$ cat src/rtl/data_mem_responder.sv
// Gumnut data-bus RAM responder: cyc/stb/we/ack handshake with WAIT_STATES wait states.
// Optional macro DMEM_RANGE_CHECK_EN adds err_o and blocks accesses at or above DEPTH.
module data_mem_responder #(
    parameter int ADDR_W      = 8,
    parameter int DATA_W      = 8,
    parameter int DEPTH       = 256,
    parameter int WAIT_STATES = 1
) (
    input  logic              clk,
    input  logic              rst,
    input  logic              data_cyc_i,
    input  logic              data_stb_i,
    input  logic              data_we_i,
    input  logic [ADDR_W-1:0] data_adr_i,
    input  logic [DATA_W-1:0] data_dat_i,
    output logic [DATA_W-1:0] data_dat_o,
    output logic              data_ack_o
`ifdef DMEM_RANGE_CHECK_EN
    ,
    output logic              err_o
`endif
);

    localparam int         IDX_W = (DEPTH > 1) ? $clog2(DEPTH) : 1;
    localparam logic [3:0] WS    = 4'(WAIT_STATES);

    typedef enum logic [1:0] {S_IDLE, S_WAIT, S_ACK, S_HOLD} state_t;

    state_t              state_q;
    logic [3:0]          cnt_q;
    logic [ADDR_W-1:0]   adr_q;
    logic [DATA_W-1:0]   wdat_q;
    logic                we_q;
    logic                ack_q;
    logic [DATA_W-1:0]   rdata_q;
`ifdef DMEM_RANGE_CHECK_EN
    logic                err_q;
`endif

    logic [DATA_W-1:0]   mem [DEPTH];

    logic                req;
    logic                enter_ack;
    logic [ADDR_W-1:0]   op_adr;
    logic [DATA_W-1:0]   op_dat;
    logic                op_we;
    logic                op_ok;
    logic [IDX_W-1:0]    op_idx;
    logic                unused_adr_bits;

    assign req = data_cyc_i & data_stb_i;

    // With zero wait states the RAM access happens on the accepting edge,
    // so the operands come straight from the bus instead of the latches.
    always_comb begin
        enter_ack = 1'b0;
        op_adr    = adr_q;
        op_dat    = wdat_q;
        op_we     = we_q;
        if (state_q == S_IDLE) begin
            enter_ack = req && (WS == 4'd0);
            op_adr    = data_adr_i;
            op_dat    = data_dat_i;
            op_we     = data_we_i;
        end else if (state_q == S_WAIT) begin
            enter_ack = req && (cnt_q == 4'd1);
        end
    end

`ifdef DMEM_RANGE_CHECK_EN
    assign op_ok = ({1'b0, op_adr} < (ADDR_W+1)'(DEPTH));
`else
    assign op_ok = 1'b1;
`endif

    assign op_idx          = op_adr[IDX_W-1:0];
    assign unused_adr_bits = ^op_adr;

    always_ff @(posedge clk) begin
        if (!rst && enter_ack && op_we && op_ok) begin
            mem[op_idx] <= op_dat;
        end
    end

    always_ff @(posedge clk or posedge rst) begin
        if (rst) begin
            state_q <= S_IDLE;
            cnt_q   <= '0;
            adr_q   <= '0;
            wdat_q  <= '0;
            we_q    <= 1'b0;
            ack_q   <= 1'b0;
            rdata_q <= '0;
`ifdef DMEM_RANGE_CHECK_EN
            err_q   <= 1'b0;
`endif
        end else begin
            ack_q <= enter_ack;
`ifdef DMEM_RANGE_CHECK_EN
            err_q <= enter_ack && !op_ok;
`endif
            if (enter_ack && !op_we) begin
                rdata_q <= op_ok ? mem[op_idx] : '0;
            end

            case (state_q)
                S_IDLE: begin
                    if (req) begin
                        adr_q   <= data_adr_i;
                        wdat_q  <= data_dat_i;
                        we_q    <= data_we_i;
                        cnt_q   <= WS;
                        state_q <= (WS == 4'd0) ? S_ACK : S_WAIT;
                    end
                end
                S_WAIT: begin
                    if (!req) begin
                        cnt_q   <= '0;
                        state_q <= S_IDLE;
                    end else begin
                        cnt_q <= cnt_q - 4'd1;
                        if (cnt_q == 4'd1) begin
                            state_q <= S_ACK;
                        end
                    end
                end
                S_ACK: begin
                    state_q <= data_stb_i ? S_HOLD : S_IDLE;
                end
                S_HOLD: begin
                    // The core keeps stb up through write-back; wait it out.
                    if (!req) begin
                        state_q <= S_IDLE;
                    end
                end
                default: state_q <= S_IDLE;
            endcase
        end
    end

    assign data_dat_o = rdata_q;
    assign data_ack_o = ack_q;
`ifdef DMEM_RANGE_CHECK_EN
    assign err_o      = err_q;
`endif

endmodule

$ cat config.mk
export PLATFORM = sky130hd
export DESIGN_NAME = data_mem_responder
export DESIGN_NICKNAME = d
export VERILOG_FILES = /design/src/rtl/data_mem_responder.sv
export SDC_FILE = /design/constraint.sdc
export NUM_CORES = 2
export LEC_CHECK = 0
export CORE_ASPECT_RATIO = 1.75
export CORE_MARGIN = 3
export CORE_UTILIZATION = 45
export DETAILED_ROUTE_END_ITERATION = 12
export SYNTH_ARGS = -nofsm -noshare
export SYNTH_HDL_FRONTEND = slang
export SYNTH_SLANG_ARGS = --single-unit
$ cat constraint.sdc
create_clock -name clk -period 16.18 [get_ports clk]
set_input_delay 2.427 -clock clk [delete_from_list [all_inputs] [get_ports clk]]
set_output_delay 2.427 -clock clk [all_outputs]
set_load 0.02 [all_outputs]
==> results.json <==
{
  "grtUsageTotal_pct": 24.2,
  "required_ps": 16900,
  "total_power_mw": 13.6,
  "status": "finished clean",
  "drt_iter0_markers": 6896,
  "ys.warnings.count": 0,
  "synth-edff-count": 2048,
  "hold_class": "reg2reg",
  "fin_nets": 4608,
  "crit_path_start_kind": "input port",
  "finalSetupViolations": 0,
  "hpwl_um": 125000,
  "yosysSeqAreaShare_pct": 80.3,
  "pwr-share-seq_pct": 48.1,
  "switchingPower_mw": 4.19,
  "clk_pin_slew_worst_paths_ps": 70,
  "numPortBuffers": 29,
  "swShare_pct": 30.9,
  "synth_area_per_cell_sq_um": 16.7,
  "drc": 0,
  "grt_pass1_wl_um": 314000,
  "path_max_fanout": 110,
  "worstSetupEndpointType": "flop",
  "arrival_ps": 7620,
  "core_sq_um": 171000,
  "clkSinkCount": 2080,
  "relSlewSlack_pct": 9.41,
  "critical_path_class": "in2reg",
  "routed-via-count": 44500,
  "r2r_setup_slack_ps": 10560,
  "synthCells": 4632,
  "critPathLaunch": "data_adr_i[1]",
  "io_pins": 30,
  "worstMarginPinSlew_ps": 1350,
  "power_density_nw_per_um2": 159,
  "route.antenna.remaining_nets": 0,
  "synth.cell_area_sq_um": 77600,
  "post-cts-setup-buffers": 0,
  "cap_viol_max_count": 0,
  "die_area_sq_um": 178000,
  "first_global_vias": 43900,
  "fillers": 14000,
  "die_y_um": 555,
  "row_count": 201,
  "start_util_pct": 45.3,
  "cts_tree": "yes",
  "syn_nets": 4655,
  "holdBufCountCts": 0,
  "htreeDepth": 4,
  "first_pass_iters": 10,
  "async_flop_share_pct": 1.54,
  "clk-insertion-delay-late_ps": 820,
  "ctsLongestPathBuffers": 4,
  "skew_ps": 43.3,
  "cts_root_buffer": "clkbuf_16",
  "reg2reg_to": "mem[207][6]",
  "r2r_start": "state_q[1]",
  "hold_viol_final": 0,
  "syn2layout_area_growth_pct": 9.93,
  "netlist-cell-type-count": 54,
  "leakagePower_nw": 25.6,
  "rsz0062_at_grt": "false",
  "antenna_found_initial": 8,
  "grt_overflow": 0,
  "clock.fmax_mhz": 145,
  "ys_ff_latch": 2080,
  "grt_max_degree": 173,
  "slew_violations": 0,
  "p_clk_share_pct": 30.4,
  "wirelength_um": 219000,
  "tns_ps": 0,
  "peakVddDrop_mv": 0.115,
  "ys.flop_type": "edfxtp_1",
  "routabilityCongestion": 0.838,
  "die_w_um": 320,
  "layout_min_cycle_time_ps": 6900,
  "rr_worst_depth": 8,
  "drive_gt1_share_pct": 8.60,
  "fin_crit_sh_pct": 42.7,
  "intPower_mw": 9.37,
  "p_comb_share_pct": 21.5,
  "cts_resized": 0,
  "via_per_inst": 6.39,
  "numCtsBuffers": 177,
  "crit_end": "data_dat_o[0]",
  "wl_per_cell_um": 31.5
}
[registers in the layout, summed over array words and instances (netlist names)]
name	count
we_q	1
mem	2048
data_dat_o	8
adr_q	8
state_q	2
data_ack_o	1
cnt_q	4
wdat_q	8
[metrics by stage]
| step | util, % | setup slack [ps] | hold slack [ps] | instance area (sq um) | instances |
|---|---|---|---|---|---|
| 2_1_floorplan | - | 9830 | 480 | 77600 | 4632 |
| 3_3_place_gp | 46.6 | 8540 | 489 | 79800 | 6639 |
| 3_5_place_dp | 46.6 | 8540 | 500 | 79800 | 6639 |
| 4_1_cts | 49.8 | 9350 | 515 | 85300 | 6952 |
| 5_1_grt | 49.8 | 9080 | 531 | 85300 | 6954 |
| 6_report | 49.8 | 9280 | 513 | 85300 | 6956 |
[how the worst min path moves through the flow]
stage | start | end | slack [ps] | cells past startpoint
finish | wdat_q[6] | wdat_q[6] | 510 | 1
global route | wdat_q[4] | wdat_q[4] | 530 | 1
CTS | wdat_q[4] | wdat_q[4] | 520 | 1
detailed placement | wdat_q[4] | wdat_q[4] | 500 | 1
global placement | wdat_q[3] | wdat_q[3] | 490 | 1
floorplan | we_q | we_q | 480 | 1
[critical path, cell delays in order]
cell	delay (ps)
clkdlybuf4s50_1	510
or4b_4	600
o21ai_4	70
buf_4	520
buf_12	520
buf_4	650
a222oi_1	230
nand3_1	160
nand3_1	80
a311oi_1	1020
or3_1	340
a222oi_1	100
a31oi_1	200
[final cells by class]
class	instances	area, sq um	share of cell area [%]
diodes	4	10.0	0.0117
flip-flops and latches	2080	62300	73.1
repair buffers	120	1070	1.26
multi-input cells	2197	13600	15.9
clock buffers	217	4700	5.51
inverters	9	33.8	0.0396
clock inverters	96	772	0.905
well taps	2233	2790	3.28
[layout by cell type, fill, tap and decap left out, types with 29 or more instances in the layout]
cell	instances
edfxtp_1	2048
nand2_1	457
nand3_1	427
a222oi_1	421
nor2_1	269
clkbuf_16	182
a22oi_1	180
nand4_1	109
a31oi_1	84
buf_4	83
a21oi_1	73
clkinv_2	40
clkbuf_1	34
dfrtp_1	32
clkinv_1	30
clkdlybuf4s50_1	29
[metal layers]
layer	share of wire (%)	global-route usage [%]	wire, um
met1	35	29.0	76700
met2	51	42.1	112000
met3	7.7	3.50	16800
met4	6.1	13.4	13300
met5	0.011	0	24
[power by group through the flow]
stage	combinational (mW)	sequential [mW]	clock [mW]
after global placement	2.86	6.64	0
after CTS	2.90	6.52	4.16
after floorplan	1.65	6.79	0
final	2.92	6.52	4.11
after detailed placement	2.90	6.64	0
after global routing	3.07	6.53	4.36
[cells in the mapped netlist (all sizes together), types with 19 or more instances]
cell type | number | area (sq um)
a22oi | 180 | 1350
dfrtp | 32 | 801
edfxtp | 2048 | 61500
nand3 | 441 | 2210
nand4 | 109 | 682
nand2 | 466 | 1750
and3 | 20 | 125
a21oi | 73 | 365
mux2 | 19 | 214
nor2 | 271 | 1030
buf | 263 | 1570
clkbuf | 83 | 312
o21ai | 20 | 126
a31oi | 84 | 526
a222oi | 421 | 4210
[cell families (layout without fill, tap and decap cells)]
group | Yosys count | in the layout | share of synthesized area [%]
AOI/OAI and AO/OA | 833 | 833 | 9.09
adders and majority gates | 2 | 2 | 0.0323
buffers and inverters | 355 | 442 | 2.46
DFF | 2080 | 2080 | 80.3
muxes | 26 | 26 | 0.371
other | 0 | 4 | 0
and+or+nand+nor | 1336 | 1336 | 7.73
Power figures use the tool's default switching activity.
